==> config.mk <==
export PLATFORM = sky130hd
export DESIGN_NAME = seq_detect_prog
export DESIGN_NICKNAME = d
export VERILOG_FILES = /design/src/rtl/seq_detect_pkg.sv /design/src/rtl/sat_counter.sv /design/src/rtl/seq_detect_prog.sv
export SDC_FILE = /design/constraint.sdc
export NUM_CORES = 1
export LEC_CHECK = 0
export BUFFER_PORTS_ARGS = -buffer_cell sky130_fd_sc_hd__buf_4
export CORE_ASPECT_RATIO = 1.2
export CORE_MARGIN = 2
export CORE_UTILIZATION = 55
export DETAILED_ROUTE_END_ITERATION = 10
export GPL_ROUTABILITY_DRIVEN = 0
export PLACE_DENSITY = 0.87
export SYNTH_ARGS = -nofsm -noshare
export SYNTH_HDL_FRONTEND = slang
export SYNTH_SLANG_ARGS = --single-unit
==> constraint.sdc <==
create_clock -name clk -period 3.35 [get_ports clk]
set_input_delay 0.1675 -clock clk [delete_from_list [all_inputs] [get_ports clk]]
set_output_delay 0.1675 -clock clk [all_outputs]
set_load 0.02 [all_outputs]
==> src/rtl/seq_detect_pkg.sv <==
// Shared defaults and compare helper for the serial pattern detectors.
// The defaults reproduce the fixed 4-bit detector this block replaces.
package seq_detect_pkg;

   localparam logic [3:0] DEFAULT_PATTERN = 4'b1011;
   localparam int         DEFAULT_LEN     = 4;
   localparam logic       DEFAULT_OVERLAP = 1'b0;
   localparam int         PAT_MAX         = 32;

   // True when the low len bits of hist and pat agree; len >= 32 compares all bits.
   function automatic logic masked_match(input logic [PAT_MAX-1:0] hist,
                                         input logic [PAT_MAX-1:0] pat,
                                         input logic [5:0]         len);
      logic [PAT_MAX-1:0] mask;
      mask = (len >= 6'd32) ? '1 : ((32'd1 << len) - 32'd1);
      return ((hist ^ pat) & mask) == '0;
   endfunction

endpackage

==> src/rtl/sat_counter.sv <==
// Saturating up-counter with a clear that overrides a same-cycle increment.
module sat_counter #(
   parameter int W = 16
) (
   input  logic         clk,
   input  logic         reset,
   input  logic         inc,
   input  logic         clr,
   output logic [W-1:0] cnt
);

   always_ff @(posedge clk) begin
      if (reset || clr)
         cnt <= '0;
      else if (inc && (cnt != '1))
         cnt <= cnt + W'(1);
   end

endmodule

==> src/rtl/seq_detect_prog.sv <==
// Programmable serial bit-pattern detector with overlap select and a
// saturating detection count.
module seq_detect_prog
   import seq_detect_pkg::*;
#(
   parameter int MAX_LEN = 8,
   parameter int CNT_W   = 16,
   parameter int LEN_W   = $clog2(MAX_LEN + 1)
) (
   input  logic               clk,
   input  logic               reset,
   input  logic               inp_valid,
   input  logic               inp_bit,
   input  logic               cfg_load,
   input  logic [MAX_LEN-1:0] cfg_pattern,
   input  logic [LEN_W-1:0]   cfg_len,
   input  logic               cfg_overlap,
   input  logic               count_clr,
   output logic               seq_seen,
   output logic [CNT_W-1:0]   match_cnt
);

   // Default length clamped so tiny MAX_LEN builds still elaborate sanely.
   localparam int DEF_LEN = (DEFAULT_LEN > MAX_LEN) ? MAX_LEN : DEFAULT_LEN;

   logic [MAX_LEN-1:0] hist;
   logic [LEN_W-1:0]   fill;
   logic [MAX_LEN-1:0] act_pat;
   logic [LEN_W-1:0]   act_len;
   logic               act_ovl;

   logic [MAX_LEN-1:0] hist_next;
   logic [LEN_W-1:0]   fill_inc;
   logic [LEN_W-1:0]   eff_len;
   logic               match;

   always_comb begin
      hist_next = {hist[MAX_LEN-2:0], inp_bit};
      fill_inc  = (fill == LEN_W'(MAX_LEN)) ? fill : fill + LEN_W'(1);
      eff_len   = (act_len > LEN_W'(MAX_LEN)) ? LEN_W'(MAX_LEN) : act_len;
      match     = 1'b0;
      // A load in the same cycle discards the bit, so it can never match.
      if (inp_valid && !cfg_load && (eff_len != '0) && (fill_inc >= eff_len))
         match = masked_match(PAT_MAX'(hist_next), PAT_MAX'(act_pat), 6'(eff_len));
   end

   always_ff @(posedge clk) begin
      if (reset) begin
         hist     <= '0;
         fill     <= '0;
         act_pat  <= MAX_LEN'(DEFAULT_PATTERN);
         act_len  <= LEN_W'(DEF_LEN);
         act_ovl  <= DEFAULT_OVERLAP;
         seq_seen <= 1'b0;
      end else if (cfg_load) begin
         hist     <= '0;
         fill     <= '0;
         act_pat  <= cfg_pattern;
         act_len  <= cfg_len;
         act_ovl  <= cfg_overlap;
         seq_seen <= 1'b0;
      end else begin
         seq_seen <= match;
         if (inp_valid) begin
            hist <= hist_next;
            // Non-overlap: consumed bits must not feed the next match.
            fill <= (match && !act_ovl) ? '0 : fill_inc;
         end
      end
   end

   sat_counter #(.W(CNT_W)) u_cnt (
      .clk   (clk),
      .reset (reset),
      .inc   (match),
      .clr   (count_clr),
      .cnt   (match_cnt)
   );

endmodule

==> flow_metrics.py, run 1 <==
metrics = {
    "yosys": {
        "synth-seq-area-share": 0.383,
        "avgSynthCellArea_um2": 8.67,
        "async_flop_share": 0,
        "ys_ff_latch": 41,
        "yosys.area.top_type_share": 0.383,
        "yosysWarnings": 0,
        "synth_area_um2": 2140,
        "synth_flop_cell": "dfxtp_1",
        "synthMostInstantiatedCell": "dfxtp_1",
        "yosys-top-cells-count": "41 x dfxtp_1, 26 x nor2_1, 21 x mux2i_1, 15 x nand2_1, 15 x nand3_1",
        "synth-edff-count": 0,
        "synth.area.top_cells": "dfxtp_1 38%, mux2i_1 9.8%, nor2_1 4.6%",
        "synth_top_area_cell": "dfxtp_1",
        "synth_cell_types": 38,
        "synth_cells": 247,
        "synth_nets": 273,
    },
    "timing": {
        "slew_headroom": 0.305,
        "setup_viol": 0,
        "finalCriticalPeriod_ns": 3.06,
        "worst_pin_slew_ns": 1.03,
        "setup_tns_ns": 0,
        "fin_crit_sh": 0.914,
        "clock-skew-final_ns": 0.0110,
        "grt_setup_unrepaired": "false",
        "maxSlewViolCount": 0,
        "clock.fmax_mhz": 327,
        "hold_viol_final": 0,
    },
    "floorplan": {
        "die_area_um2": 4410,
        "initial_core_util": 0.580,
        "rows": 24,
        "dieWidth_um": 61.0,
        "core_um2": 3690,
        "die_h_um": 72.3,
        "ios": 36,
    },
    "finish": {
        "finalNetCount": 302,
        "fill_cells": 316,
        "diodes": 0,
        "drive_gt1_frac": 0.170,
        "finalCoreUtilization": 0.676,
        "final-seq-area_um2": 821,
        "syn_to_final_growth_pct": 16.7,
        "multiInputGateArea_um2": 1230,
        "layout.cells.non_filler": 328,
    },
    "critical_path": {
        "endpoint": "u_cnt.cnt[5]",
        "crit_required_ns": 3.58,
        "end_kind": "register",
        "critPathKind": "reg -> reg",
        "cp-startpoint": "fill[0]",
        "rr_worst_depth": 11,
        "crit_path_max_fanout": 21,
        "r2r-end": "u_cnt.cnt[5]",
        "reg2reg_from": "fill[0]",
        "critPathSlowestCell": "or4_4",
        "crit_path_start_kind": "register",
        "worstPathArrival_ns": 3.29,
        "critPathMaxStageDelay_ns": 0.67,
        "ff2ff_setup_slack_ns": 0.29,
        "path_cells": "inv_1 -> ha_1 -> nand3b_1 -> and2_1 -> ha_1 -> and3_1 -> o21a_1 -> a21oi_1 -> or4_4 -> or4_1 -> a21oi_1",
    },
    "worst_hold_path": {
        "hp-class": "in -> reg",
    },
    "routing": {
        "antenna_left": 0,
        "vias_per_cell": 5.79,
        "drc": 0,
        "wire_per_inst_um": 13.5,
        "num_vias": 1899,
        "initialDrtViolationCount": 147,
        "dr.pass1.iters": 4,
        "drt_wl_total_mm": 4.42,
    },
    "power_and_ir_drop": {
        "power_density_nw_per_um2": 377,
        "sequentialPowerShare": 0.542,
        "switching_share": 0.246,
        "power_frac_comb": 0.102,
        "p_total_uw": 942,
        "p_leak_uw": 0.000999,
        "p_sw_uw": 232,
        "p_int_uw": 710,
        "p_clk_frac": 0.355,
        "vdd_drop_max_mv": 0.248,
    },
    "cts": {
        "cts_resized": 0,
        "tritoncts": "done",
        "htree_levels": 2,
        "cts_buffer_depth": 2,
        "clock_latency_ns": 0.30,
        "root_buffer": "clkbuf_8",
        "cts_sinks": 41,
        "cts_setup_buffers": 0,
        "cts_buffers": 5,
        "clkTransAtPathRegs_ns": 0.08,
        "postCtsHoldBufs": 0,
    },
    "placed_design": {
        "io_buffers": 35,
        "dpl.hpwl_mm": 3.28,
        "place_inst": 321,
    },
    "global_routing": {
        "antenna_found_initial": 0,
        "grt.overflow.total": 0,
        "grt_max_degree": 23,
        "grt_pass1_vias": 1728,
        "grtUsageTotal": 0.217,
        "grt_pass1_wl_mm": 7.38,
    },
    "flow_run": {
        "maxCapViolations": 0,
    },
    "outcome": {
        "status": "completed",
    },
}
cells by family (layout without fill, tap and decap cells):
group | count (synthesis) | count (layout) | share of synthesized area
AND/OR/NAND/NOR | 107 | 107 | 0.269
buffers and inverters | 19 | 48 | 0.0403
multiplexers | 21 | 21 | 0.0982
AO/OA/AOI/OAI | 41 | 41 | 0.123
XOR/XNOR | 11 | 11 | 0.0450
flip-flops | 41 | 41 | 0.383
adder cells (fa/ha/maj) | 7 | 7 | 0.0409
metrics by stage:
step           setup WS, ns  cell area, um2  hold WS (ns)
2_1_floorplan         0.433            2140         0.290
6_report              0.289            2500        0.0760
4_1_cts               0.283            2500        0.0692
3_5_place_dp          0.311            2410         0.378
3_3_place_gp          0.404            2410         0.374
5_1_grt              0.0548            2500        0.0727
power groups by stage:
stage	Clock, uW	Combinational [uW]	Sequential, uW
floorplan	0	70.4	518
global placement	0	93.7	522
detailed placement	0	96.5	522
CTS	337	97.0	511
global route	356	106	512
finish	335	96.3	511
area by class of cell:
| cell class | count | area share |
|---|---|---|
| Inverter | 5 | 0.00751 |
| Sequential cell | 41 | 0.328 |
| Tap cell | 52 | 0.0260 |
| Clock inverter | 1 | 0.00300 |
| Timing Repair Buffer | 36 | 0.108 |
| Multi-Input combinational cell | 187 | 0.494 |
| Clock buffer | 6 | 0.0330 |
sequential cells by signal, indices dropped and copies added, names as in the netlist:
signal     flops
hist           7
fill           4
act_pat        8
u_cnt.cnt     16
act_ovl        1
seq_seen       1
act_len        4
layout by cell type, fill, tap and decap left out, types with 9 or more instances in the layout:
cell type | synthesis | routed
dfxtp_1 | 41 | 41
mux2i_1 | 21 | 21
or4_1 | 9 | 9
a21oi_1 | 14 | 14
or3_1 | 10 | 10
nor2_1 | 26 | 26
buf_4 | 0 | 36
nand2_1 | 15 | 15
nand3_1 | 15 | 15
critical path: cells and delay by family, from the launching register on:
family	cells	cell delay [ns]
simple gates	5	1.75
flops	1	0.34
fa+ha+maj	2	0.44
buf+inv	1	0.11
compound gates	3	0.36
worst min-delay path by stage:
stage / start / end / slack (ns) / depth (start not counted)
2_1_floorplan: cfg_pattern[0] / act_pat[0] / 0.29 / 1
3_5_place_dp: cfg_pattern[3] / act_pat[3] / 0.38 / 2
3_3_place_gp: cfg_pattern[3] / act_pat[3] / 0.37 / 2
4_1_cts: cfg_pattern[3] / act_pat[3] / 0.07 / 2
6_report: cfg_pattern[3] / act_pat[3] / 0.08 / 2
5_1_grt: cfg_pattern[1] / act_pat[1] / 0.07 / 2
metal layers:
metal / GRT usage / up-vias / share of wire
met2: 0.372 / 41 / 0.51
met5: 0 / - / 0
met3: 0.0410 / 6 / 0.039
li1: - / 954 / -
met1: 0.259 / 898 / 0.44
met4: 0.0918 / 0 / 0.011
Power figures use the tool's default switching activity.
==> inputs of run 2 (changes only) <==
--- a/config.mk
+++ b/config.mk
@@ -8,10 +8,11 @@
 export BUFFER_PORTS_ARGS = -buffer_cell sky130_fd_sc_hd__buf_4
 export CORE_ASPECT_RATIO = 1.2
 export CORE_MARGIN = 2
-export CORE_UTILIZATION = 55
+export CORE_UTILIZATION = 56
 export DETAILED_ROUTE_END_ITERATION = 10
 export GPL_ROUTABILITY_DRIVEN = 0
-export PLACE_DENSITY = 0.87
+export PLACE_DENSITY = 0.88
 export SYNTH_ARGS = -nofsm -noshare
 export SYNTH_HDL_FRONTEND = slang
+export SYNTH_HIERARCHICAL = 1
 export SYNTH_SLANG_ARGS = --single-unit
==> run 2 against run 1 <==
  * Combinational power is 4.8% lower
  * Sequential share of layout area is 0.45 points lower
  * Critical path depth is 2 lower
  * Synthesized cell count is 2.4% lower
  * Non-clock buffer count stayed put
  * Cell area is 1.4% higher
  * Sequential power hardly changed
  * First-iteration DRC count is 0.68% lower
  * Setup slack better by 0.0061 ns
  * Cell count is 1.2% lower
  * Largest power group unchanged
  * Highest routed layer unchanged
==> flow_metrics.py, run 2 <==
metrics = {
    "yosys": {
        "synth_nets": 267,
        "avgSynthCellArea_um2": 9.03,
        "synthSimpleGateAreaFrac": 0.268,
        "ys_ff_latch": 41,
        "synth_cells": 241,
        "synth_compound_area_frac": 0.149,
        "synth_cell_types": 48,
        "yosys-top-cells-count": "41 x dfxtp_1, 27 x nor2_1, 17 x mux2i_1, 13 x nand3_1, 12 x a21oi_1",
        "synth_top_area_cell": "dfxtp_1",
        "synth.area.top_cells": "dfxtp_1 38%, mux2i_1 7.8%, nor2_1 4.7%",
        "yosysWarnings": 6,
        "synth-seq-area-share": 0.377,
        "synth_xor_area_frac": 0.0523,
        "synth_top_family_by_area": "simple AND/OR/NAND/NOR gates",
        "synth-edff-count": 0,
        "synth_mux_area_frac": 0.0782,
        "yosys.area.top_type_share": 0.377,
        "synthMostInstantiatedCell": "dfxtp_1",
        "async_flop_share": 0,
        "synth_flop_cell": "dfxtp_1",
        "synth_area_um2": 2180,
        "synth_fa_ha_area_frac": 0.0402,
    },
    "routing": {
        "wire_per_inst_um": 15.2,
        "vias_per_cell": 5.90,
        "num_vias": 1912,
        "drt_wl_total_mm": 4.91,
        "initialDrtViolationCount": 146,
        "dr.pass1.iters": 4,
        "antenna_left": 0,
        "drc": 0,
    },
    "critical_path": {
        "crit_buf_inv": 0,
        "worstPathArrival_ns": 3.27,
        "crit_path_max_fanout": 10,
        "critPathSlowestCell": "or4_1",
        "crit_family": "simple AND/OR/NAND/NOR gates",
        "critPathMaxStageDelay_ns": 0.58,
        "crit_required_ns": 3.57,
        "critPathKind": "reg -> reg",
        "crit_path_start_kind": "register",
        "path_cells": "or4_1 -> ha_1 -> a21oi_1 -> o311ai_0 -> nor3_1 -> nand4_1 -> a41o_1 -> or3_1 -> a21oi_1",
        "crit_top_cell": "a21oi_1",
        "end_kind": "register",
    },
    "global_routing": {
        "grt_pass1_wl_mm": 8.36,
        "grt.overflow.total": 0,
        "grt_max_degree": 20,
        "grt_pass1_vias": 1797,
        "antenna_found_initial": 0,
        "grtUsageTotal": 0.250,
    },
    "placed_design": {
        "place_inst": 318,
        "pre_cts_ws_ns": 0.410,
        "dpl.hpwl_mm": 3.53,
        "io_buffers": 35,
    },
    "power_and_ir_drop": {
        "p_clk_frac": 0.325,
        "sequentialPowerShare": 0.572,
        "power_density_nw_per_um2": 353,
        "switching_share": 0.238,
        "power_frac_comb": 0.103,
        "vdd_drop_max_mv": 0.273,
        "p_sw_uw": 213,
        "p_leak_uw": 0.00105,
        "p_int_uw": 681,
    },
    "timing": {
        "grt_setup_unrepaired": "false",
        "hold_ws_ns": 0.0836,
        "slew_headroom": 0.580,
        "finalCriticalPeriod_ns": 3.05,
        "worst_pin_slew_ns": 0.625,
        "clock.fmax_mhz": 327,
        "hold_viol_final": 0,
        "fin_crit_sh": 0.912,
        "setup_tns_ns": 0,
        "maxSlewViolCount": 0,
        "setup_viol": 0,
        "worst_slack_ns": 0.295,
        "clock-skew-final_ns": 0.00620,
    },
    "finish": {
        "fill_cells": 314,
        "final-seq-area_um2": 821,
        "regMostFlops": "u_cnt/cnt",
        "syn_to_final_growth_pct": 16.4,
        "diodes": 0,
        "largest_register_ff_count": 16,
        "drive_gt1_frac": 0.184,
        "final_cell_mix": "41 x dfxtp_1, 36 x buf_4, 27 x nor2_1",
        "final_common_cell": "dfxtp_1",
        "reg_top3": "u_cnt/cnt x16, act_pat x8, hist x7",
        "finalNetCount": 299,
        "multiInputGateArea_um2": 1280,
        "layout.cells.non_filler": 324,
    },
    "floorplan": {
        "die_area_um2": 4400,
        "dieWidth_um": 60.9,
        "die_h_um": 72.3,
        "initial_core_util": 0.589,
        "core_um2": 3690,
        "rows": 24,
        "ios": 36,
    },
    "cts": {
        "htree_levels": 2,
        "root_buffer": "clkbuf_8",
        "postCtsHoldBufs": 0,
        "cts_resized": 0,
        "tritoncts": "done",
        "cts_buffers": 5,
        "cts_setup_buffers": 0,
        "clkTransAtPathRegs_ns": 0.07,
        "cts_buffer_depth": 2,
        "clock_latency_ns": 0.29,
        "cts_sinks": 41,
    },
    "outcome": {
        "status": "completed",
    },
    "worst_hold_path": {
        "hp-class": "in -> reg",
    },
    "flow_run": {
        "maxCapViolations": 0,
    },
}
-- run 2: power by group through the flow --
stage	Clock, uW	Sequential [uW]	Combinational, uW
6_report	291	512	91.7
5_1_grt	323	514	100
4_1_cts	299	512	91.4
3_5_place_dp	0	523	89.5
3_3_place_gp	0	522	87.1
2_1_floorplan	0	517	65.0
-- run 2: layer usage --
| metal | global-route usage | vias to the layer above | part of all wire |
|---|---|---|---|
| li1 | - | 954 | - |
| met1 | 0.337 | 897 | 0.45 |
| met2 | 0.389 | 53 | 0.48 |
| met3 | 0.0624 | 8 | 0.049 |
| met4 | 0.0845 | 0 | 0.013 |
| met5 | 0 | - | 0 |
-- run 2: cell families (layout without fill, tap and decap cells) --
logic type	Yosys count	in the layout
AND/OR/NAND/NOR	100	100
adder cells (fa/ha/maj)	7	7
XOR/XNOR	13	13
AO/OA/AOI/OAI	46	46
flip-flops	41	41
buffers and inverters	17	48
multiplexers	17	17
-- run 2: final cells by class --
cell class                 count  area share
multi-input combinational    183       0.506
sequential                    41       0.324
timing repair buffer          36       0.107
clock buffer                   5      0.0272
tap                           52      0.0257
inverter                       6     0.00889
clock inverter                 1     0.00198
-- run 2: worst paths after layout --
check	cells after the start	end	slack [ns]	start
worst min-delay path	2	act_pat[0]	0.08	cfg_pattern[0]
worst min register to register	2	fill[2]	0.51	fill[2]
worst max-delay path	9	u_cnt/cnt[14]	0.30	act_len[0]
worst max register to register	9	u_cnt/cnt[14]	0.30	act_len[0]
-- run 2: through the flow --
| stage | total power (uW) | util | cell area [um2] |
|---|---|---|---|
| global route | 937 | 0.686 | 2530 |
| finish | 895 | 0.686 | 2530 |
| CTS | 902 | 0.686 | 2530 |
| detailed placement | 612 | 0.666 | 2460 |
| floorplan | 582 | - | 2180 |
| global placement | 609 | 0.666 | 2460 |
-- run 2: worst register-to-register path, stage by stage (launching register included) --
cell and delay [ns]:
dfxtp_1 0.40, or4_1 0.58, ha_1 0.27, a21oi_1 0.24
o311ai_0 0.25, nor3_1 0.26, nand4_1 0.20, a41o_1 0.31
or3_1 0.35, a21oi_1 0.14
==> inputs of run 3 (changes only) <==
--- a/config.mk
+++ b/config.mk
@@ -6,9 +6,11 @@
 export NUM_CORES = 1
 export LEC_CHECK = 0
 export BUFFER_PORTS_ARGS = -buffer_cell sky130_fd_sc_hd__buf_4
+export CELL_PAD_IN_SITES_DETAIL_PLACEMENT = 1
+export CELL_PAD_IN_SITES_GLOBAL_PLACEMENT = 1
 export CORE_ASPECT_RATIO = 1.2
 export CORE_MARGIN = 2
-export CORE_UTILIZATION = 56
+export CORE_UTILIZATION = 42
 export DETAILED_ROUTE_END_ITERATION = 10
 export GPL_ROUTABILITY_DRIVEN = 0
 export PLACE_DENSITY = 0.88
==> run 3 against run 2 <==
  * Cell count increased by 3.1%
  * Combinational power increased by 2.4%
  * Maximum frequency increased by 2.8%
  * Non-clock buffer count unchanged
  * Sequential cell count unchanged
  * Utilization decreased by 17 points
  * Sequential share of layout area decreased by 0.41 points
  * Register-to-register slack improved by 0.08 ns
  * Critical endpoint is now u_cnt/cnt[6]
  * Largest cell class unchanged
==> flow_metrics.py, run 3 (synthesis results as in run 2) <==
metrics = {
    "outcome": {
        "status": "completed",
    },
    "global_routing": {
        "grt.met2_usage": 0.347,
        "grt_pass1_wl_mm": 9.23,
        "grt.overflow.total": 0,
        "grt_pass1_vias": 1994,
        "use_met3": 0.0400,
        "antenna_found_initial": 0,
        "grt_busiest_layer": "met2",
        "grtUsageTotal": 0.192,
        "grt_use_met1": 0.223,
        "grt_max_degree": 20,
    },
    "finish": {
        "drive_gt1_frac": 0.197,
        "finalNetCount": 299,
        "final_cell_mix": "41 x dfxtp_1, 36 x buf_4, 27 x nor2_1",
        "diodes": 0,
        "largest_register_ff_count": 16,
        "finalCoreUtilization": 0.516,
        "syn_to_final_growth_pct": 17.9,
        "reg_top3": "u_cnt/cnt x16, act_pat x8, hist x7",
        "final_common_cell": "dfxtp_1",
        "regMostFlops": "u_cnt/cnt",
        "layout.cells.non_filler": 334,
    },
    "cts": {
        "tritoncts": "done",
        "cts_buffers": 5,
        "htree_levels": 2,
        "postCtsHoldBufs": 0,
        "cts_sinks": 41,
        "root_buffer": "clkbuf_8",
        "clkTransAtPathRegs_ns": 0.08,
        "cts_buffer_depth": 2,
        "clock_latency_ns": 0.29,
        "cts_setup_buffers": 0,
    },
    "timing": {
        "worst_pin_slew_ns": 0.684,
        "clock.fmax_mhz": 336,
        "slew_headroom": 0.540,
        "clock-skew-final_ns": 0.00621,
        "finalCriticalPeriod_ns": 2.97,
        "maxSlewViolCount": 0,
        "fin_crit_sh": 0.887,
        "grt_setup_unrepaired": "false",
        "setup_tns_ns": 0,
        "worst_slack_ns": 0.377,
        "hold_viol_final": 0,
        "setup_viol": 0,
    },
    "placed_design": {
        "dpl.hpwl_mm": 4.04,
        "io_buffers": 35,
        "pre_cts_ws_ns": 0.362,
        "place_inst": 326,
    },
    "routing": {
        "drt_wl_total_mm": 5.43,
        "vias_per_cell": 5.79,
        "antenna_left": 0,
        "dr.pass1.iters": 4,
        "num_vias": 1935,
        "initialDrtViolationCount": 105,
        "drc": 0,
        "wire_per_inst_um": 16.3,
    },
    "power_and_ir_drop": {
        "p_leak_uw": 0.00105,
        "vdd_drop_max_mv": 0.188,
        "p_total_uw": 925,
        "power_density_nw_per_um2": 361,
    },
    "floorplan": {
        "core_um2": 4970,
        "rows": 28,
        "die_area_um2": 5780,
        "dieWidth_um": 69.7,
        "initial_core_util": 0.438,
        "ios": 36,
        "die_h_um": 82.9,
    },
    "worst_hold_path": {
        "hp-class": "in -> reg",
        "hp-start": "cfg_pattern[1]",
        "min_to": "act_pat[1]",
        "whs_path_depth": 2,
    },
    "critical_path": {
        "rr_worst_depth": 11,
        "critPathKind": "reg -> reg",
        "crit_path_start_kind": "register",
        "crit_path_max_fanout": 8,
        "worstPathArrival_ns": 3.20,
        "reg2reg_from": "fill[0]",
        "ff2ff_setup_slack_ns": 0.38,
        "end_kind": "register",
        "r2r-end": "u_cnt/cnt[6]",
        "crit_required_ns": 3.58,
    },
    "flow_run": {
        "maxCapViolations": 0,
    },
}
## run 3: final cells by class
class	instances	area [um2]
fill	595	2410
tap	60	75.1
inverter	6	22.5
clock buffer	5	68.8
timing repair buffer	36	270
multi-input combinational	183	1290
clock inverter	3	17.5
sequential	41	821
## run 3: power by group
| part | switching [uW] | internal (uW) |
|---|---|---|
| Clock | 176 | 144 |
| Combinational | 47.6 | 46.4 |
| Sequential | 13.1 | 498 |
## run 3: timing repair
action / in CTS / in global routing
resized for setup: 0 / 2
setup endpoints to repair: 0 / 1
hold endpoints to repair: 0 / 0
## run 3: worst max path at each step
| stage | start | to | slack [ns] | depth (start not counted) |
|---|---|---|---|---|
| final | fill[0] | u_cnt/cnt[6] | 0.38 | 11 |
| after global routing | fill[0] | u_cnt/cnt[6] | 0.07 | 11 |
| after global placement | fill[0] | u_cnt/cnt[6] | 0.45 | 11 |
| after CTS | fill[0] | u_cnt/cnt[10] | 0.32 | 11 |
| after floorplan | act_len[0] | u_cnt/cnt[14] | 0.29 | 10 |
| after detailed placement | fill[0] | u_cnt/cnt[10] | 0.36 | 11 |
## run 3: through the flow
step	hold slack, ns	instance area (um2)
2_1_floorplan	0.266	2180
3_5_place_dp	0.378	2470
4_1_cts	0.0680	2560
3_3_place_gp	0.375	2470
6_report	0.0725	2570
5_1_grt	0.0702	2570
## run 3: metal layers
layer	vias to the layer above	share of wire
li1	951	-
met4	0	0.020
met3	13	0.028
met5	-	0
met2	30	0.51
met1	941	0.44
## run 3: critical path: stages, from the launching register on
cell       delay (ns)
dfxtp_1          0.49
nand3_1          0.19
xnor2_1          0.17
ha_1             0.28
nor2_1           0.04
nor4b_1          0.27
o2111ai_1        0.23
nor3_2           0.25
nand4_1          0.19
a41o_1           0.31
or3_1            0.36
a21oi_1          0.14
